### src/rtl/sop_lut_eval_pkg.sv
// Shared types and constants for the runtime-programmable sum-of-products evaluator.
package sop_lut_eval_pkg;

  typedef enum logic {
    ST_RUN  = 1'b0,
    ST_LOAD = 1'b1
  } state_t;

  // Minterms 0, 1 and 7 true: the legacy three-input SOP equation.
  localparam logic [7:0] DEFAULT_MASK_3 = 8'b1000_0011;

endpackage

### src/rtl/sat_counter.sv
// Up-counter that sticks at its all-ones value; clear wins over increment.
module sat_counter #(
  parameter int W = 16
) (
  input  logic         clk,
  input  logic         rst,
  input  logic         clr,
  input  logic         inc,
  output logic [W-1:0] cnt
);

  always_ff @(posedge clk) begin
    if (rst || clr) begin
      cnt <= '0;
    end else if (inc && (cnt != {W{1'b1}})) begin
      cnt <= cnt + W'(1);
    end
  end

endmodule

### src/rtl/sop_lut_eval.sv
// Registered N-input Boolean function held as a minterm mask, reloadable over a
// serial port, with a saturating count of true evaluations.
module sop_lut_eval
  import sop_lut_eval_pkg::*;
#(
  parameter int                     N_IN         = 3,
  parameter logic [(1<<N_IN)-1:0]   DEFAULT_MASK = DEFAULT_MASK_3,
  parameter int                     CNT_W        = 16
) (
  input  logic             clk,
  input  logic             rst,
  input  logic             in_valid,
  input  logic [N_IN-1:0]  in_vec,
  output logic             out_valid,
  output logic             y,
  input  logic             cfg_start,
  input  logic             cfg_bit_valid,
  input  logic             cfg_bit,
  output logic             busy,
  output logic             cfg_done,
  input  logic             clr_cnt,
  output logic [CNT_W-1:0] hit_cnt,
  output state_t           dbg_state
);

  // Handshakes: in_valid and cfg_bit_valid are one-cycle qualifiers with no
  // backpressure; a bit is consumed on every LOAD cycle where cfg_bit_valid is high.

  localparam int M  = 1 << N_IN;
  localparam int IW = N_IN + 1;

  state_t          state;
  logic [M-1:0]    mask;
  logic [M-1:0]    shadow;
  logic [IW-1:0]   idx;
  logic            last_bit;
  logic            hit;

  assign last_bit  = (idx == IW'(M - 1));
  assign hit       = in_valid & mask[in_vec];
  assign dbg_state = state;

  always_ff @(posedge clk) begin
    if (rst) begin
      state     <= ST_RUN;
      mask      <= DEFAULT_MASK;
      shadow    <= '0;
      idx       <= '0;
      y         <= 1'b0;
      out_valid <= 1'b0;
      busy      <= 1'b0;
      cfg_done  <= 1'b0;
    end else begin
      // Lookup uses the mask as it stood before this edge, so a swap on the
      // same edge is never seen by the vector sampled alongside the last bit.
      out_valid <= in_valid;
      if (in_valid) begin
        y <= mask[in_vec];
      end
      cfg_done <= 1'b0;

      case (state)
        ST_RUN: begin
          if (cfg_start) begin
            state <= ST_LOAD;
            idx   <= '0;
            busy  <= 1'b1;
          end
        end
        ST_LOAD: begin
          if (cfg_bit_valid) begin
            shadow[idx[N_IN-1:0]] <= cfg_bit;
            idx                   <= idx + IW'(1);
            if (last_bit) begin
              mask     <= {cfg_bit, shadow[M-2:0]};
              state    <= ST_RUN;
              busy     <= 1'b0;
              cfg_done <= 1'b1;
              idx      <= '0;
            end
          end
        end
        default: state <= ST_RUN;
      endcase
    end
  end

  sat_counter #(
    .W(CNT_W)
  ) u_hit_cnt (
    .clk (clk),
    .rst (rst),
    .clr (clr_cnt),
    .inc (hit),
    .cnt (hit_cnt)
  );

endmodule

### config.mk
export PLATFORM = sky130hd
export DESIGN_NAME = sop_lut_eval
export DESIGN_NICKNAME = d
export VERILOG_FILES = /design/src/rtl/sop_lut_eval_pkg.sv /design/src/rtl/sat_counter.sv /design/src/rtl/sop_lut_eval.sv
export SDC_FILE = /design/constraint.sdc
export NUM_CORES = 1
export LEC_CHECK = 0
export BUFFER_PORTS_ARGS = -buffer_cell sky130_fd_sc_hd__clkbuf_2
export CORE_MARGIN = 8
export CORE_UTILIZATION = 50
export DETAILED_ROUTE_END_ITERATION = 16
export PLACE_DENSITY = 0.75
export REMOVE_ABC_BUFFERS = 1
export SYNTH_ARGS = -nofsm -noshare
export SYNTH_HDL_FRONTEND = slang
export SYNTH_SLANG_ARGS = --single-unit
export TNS_END_PERCENT = 20
### constraint.sdc
create_clock -name clk -period 2.59 [get_ports clk]
set_input_delay 0 -clock clk [delete_from_list [all_inputs] [get_ports clk]]
set_output_delay 0 -clock clk [all_outputs]
set_load 0.1 [all_outputs]
Word level (Yosys, flattened, before mapping). Index checks and enable logic that the tools add are counted.

Bits in registers: 41. Input bits: 10. Output and inout bits: 21. Word-level logic and storage cells: 48.

$add $sub $neg: 2. Order comparisons: 3. Equality and inequality tests: 5. Mux-type cells: 18. Bitwise operators: 3. Reductions and logical operators: 8.

Operators with widths (count): $add 16x1->16 const B (1); $ne 16x16->1 const B (1); $mux 4 (3); $mux 1 (9); $bwmux 8 (1); $lt 3x4->1 const B (2); $pmux 4 s2 (1); $reduce_and 3->1 (2); $add 4x1->4 const B (1); $eq 4x3->1 const B (1); $ne 2x2->1 const B (2); $pmux 1 s2 (2); $reduce_and 2->1 (2); $bmux 1 s3 (1); $demux 1 s3 (1); $ge 3x1->1 const B (1); $reduce_or 3->1 (1); $logic_and 1x1->1 (2); $ne 2x1->1 const B (1); $not 1->1 (2); $and 1x1->1 (1); $logic_or 1x1->1 (1).

Depth between registers and ports, before layout.
Depth in word-level cells: 5. Depth in mapped cells: 8. Mapped depth without buffers: 6.

Cells and area by module. A second synthesis with hierarchy kept.

Cells, all modules: 228. Area, all modules: 1939.4 sq um.

Modules (own cells, without submodules): sop_lut_eval (instances 1, cells an instance 133, area an instance 1092.3 sq um, sequential area each 480.5 sq um); sat_counter (instances 1, cells an instance 95, area an instance 847.1 sq um, sequential area each 320.3 sq um).

Least setup slack after synthesis. OpenSTA, ideal clock, no wires.

Kind: flip-flop to flip-flop. Start: reg u_hit_cnt.cnt[0]. End: reg u_hit_cnt.cnt[1]. Arrival time: 2.687 ns. Data required time: 2.519 ns. Slack: -0.168 ns. Stages on the path, launching flop included: 9. Cell sequence: dfxtp_1 -> ha_1 -> and4_1 -> clkbuf_1 -> nand3_1 -> nor2_1 -> clkbuf_1 -> o21ai_0 -> a21oi_1.

Word-level cells in the longest chain between the ends: 2.

Ends and longest elaborated chain: start: declaration (line sat_counter.sv:9) `output logic [W-1:0] cnt`; start signal: assignment (line sat_counter.sv:16) `cnt <= cnt + W'(1);`; parallel branches: the longest is 2 deep, another holds $add 16x1->16.

Parallel ways; which one is timed is not known. A chain may end at the register's enable or synchronous reset.

Final worst setup path. Same ends and word-level chain as after synthesis.

==> out/qor.csv <==
metric,value,unit
Final ANT Viol Nets,0,
Slew headroom,0.596,
vias in the first global route,1646,
DR vias/cell,5.71,
die area,5940,µm²
"count leader, synth",dfxtp_1,
status,completed,
routed wire length,4.11,mm
Mapped Area,1870,µm²
crit-path max FO,10,
Syn Inst Count,217,
crit path kind,flip-flop to flip-flop,
clk slew on worst S/H paths,0.08,ns
worst-path cell chain,"ha_1, and4_1, nand3_1, nor2_1, buf_4, o21ai_0, a21oi_1",
TNS Setup,0,ns
GR met1 Demand/Resource,0.157,
met3 Use GR,0.0618,
clk_lat worst skew,0.30,ns
largest net degree at the start of global routing,29,
top cell type by total area after synthesis,dfxtp_1,
Final Slew Violations,0,
share of the synthesized area in the top cell type,0.429,
Hold Path Class,input pin to flip-flop,
minimum clock period,2.10,ns
Layout Skew,0.00504,ns
Max VDD drop,0.000416,V
Power Density,561,nW/µm²
LEAKAGE,0.000850,µW
fin crit share,0.809,
setup violators final,0,
wire length per cell,13.8,µm
CTS tree,done,
required time of the worst setup path,2.82,ns
Starting Density,0.513,
Post-synth top cells,"dfxtp_1, nor2_1, a21oi_1, mux2i_1, nand2_1",
#FFs+latches synth,40,
Worst Setup End Kind,flip-flop,
design area,2180,µm²
gr usage total,0.146,
first-pass GRT wire length,7.29,mm
f_max,477,MHz
unrepaired setup endpoints after global routing,no,
worst path arrival time,2.33,ns
Die X-Extent,77.1,µm
PortBufs,30,
Place WS,0.566,ns
Post-CTS Setup Inserts,0,
detailed-route via count,1696,
share of post-route cells with drive strength above 1,0.185,
Async SR Flop Fraction,0,
iteration-0 DRC count of the detailed router,115,
antenna violations before repair,0,
CTS Buffer Depth,2,
I/O pin total,31,
Resize count post-CTS,0,
Slew @ Worst Pin,0.603,ns
"slowest stage delay, CP",0.42,ns
TritonCTS Buffers,5,
Final #Nets,260,
1st-pass router iterations,4,
Yosys cell types,39,
H-tree Lvls,2,
CTS root buf,clkbuf_8,
GP Congestion,0.828,
Area growth syn-to-layout,17.1,%
setup ws final,0.494,ns
ant diodes,0,
register area share after synthesis,0.429,
cell row count,22,
"Hold Vio Cnt, Final",0,
Die Y,77.1,µm
dpl hpwl,2.91,mm
ys flop type,dfxtp_1,
Post-synth EDFFs,0,
CTS sink cnt,40,
synth warn,0,
GR peak layer,met2,
M2 GR Usage,0.246,
core box area,3630,µm²
DRC viols,0,
largest cells by area after synthesis,"dfxtp_1, mux2i_1, nor2_1, a21oi_1, nand2_1",
Hold Slack,0.0243,ns
Area after DPL,2050,µm²
Startpoint Class,flip-flop,
max-cap violations,0,
syn avg cell area,8.60,µm²
GRT overflow,0,
"Max stage delay cell, worst path",dfxtp_1,
[layout make-up]
| type | instances | area (µm²) |
|---|---|---|
| Multi-Input combinational cell | 162 | 1010 |
| Clock buffer | 6 | 72.6 |
| Tap cell | 48 | 60.1 |
| Fill cell | 346 | 1450 |
| Clock inverter | 2 | 35.0 |
| Inverter | 4 | 15.0 |
| Timing Repair Buffer | 35 | 195 |
| Sequential cell | 40 | 801 |
[where the power goes]
group | internal (µW) | switching, µW | total, µW
registers | 621 | 6.60 | 628
logic | 24.7 | 74.8 | 99.4
clock network | 286 | 213 | 499
[registers in the layout (all words and copies together) (netlist names), 4 cells and up]
signal / flops
mask: 8
idx: 4
u_hit_cnt.cnt: 16
shadow: 7
[final timing paths]
kind / from / end / slack [ns] / depth (start not counted)
worst max-delay path: u_hit_cnt.cnt[0] / u_hit_cnt.cnt[1] / 0.49 / 7
worst max register to register: u_hit_cnt.cnt[0] / u_hit_cnt.cnt[1] / 0.49 / 7
worst min register to register: mask[7] / mask[7] / 0.46 / 1
worst min-delay path: cfg_bit / shadow[3] / 0.02 / 3
[metal layers]
metal / vias to the layer above / share of wire
li1: 860 / -
met1: 793 / 0.44
met2: 36 / 0.48
met3: 7 / 0.056
met4: 0 / 0.019
met5: - / 0
[critical path: cells and delay by family (launching register included)]
family	cells	cell delay, ns
flip-flops	1	0.42
AND/OR/NAND/NOR	3	0.88
buffers and inverters	1	0.25
AO/OA/AOI/OAI	2	0.23
adder cells (fa/ha/maj)	1	0.26
[per-stage QoR]
stage                     std cells  total power, µW   util
after CTS                       297             1240  0.601
after global routing            297             1280  0.601
after floorplan                 206              707      -
after detailed placement        286              739  0.563
final                           297             1230  0.601
after global placement          286              737  0.563
[cells in the final DEF (no fill, tap or decap), types with 2 or more instances in the layout]
cell and instances:
dfxtp_1 40, inv_1 4, a22oi_1 2, or2_2 2
nor2b_1 2, ha_1 2, or3_1 4, nand2b_1 5
nor3_1 8, clkbuf_8 5, and4_1 4, o311ai_0 2
or4_1 5, mux2i_1 14, nand3_1 10, o31ai_1 5
clkbuf_2 30, nor2_1 29, and2_1 5, a211o_1 3
buf_4 2, nor4_1 2, mux2_2 2, nand2_1 14
o21ai_0 6, a31oi_1 2, a211oi_1 2, a21oi_1 16
nand4_1 6, dlygate4sd3_1 3
[kinds of logic after synthesis]
family	after synthesis	share of synthesized area
simple gates	101	0.284
flops	40	0.429
mux	17	0.0932
buf+inv	15	0.0315
compound gates	42	0.148
fa+ha+maj	2	0.0134
[what timing repair did]
| action | CTS | global route |
|---|---|---|
| hold buffers | 3 | 0 |
| endpoints found under the setup margin | 0 | 0 |
| endpoints found under the hold margin | 4 | 0 |
Note: power is estimated with default switching activity, not from simulation.
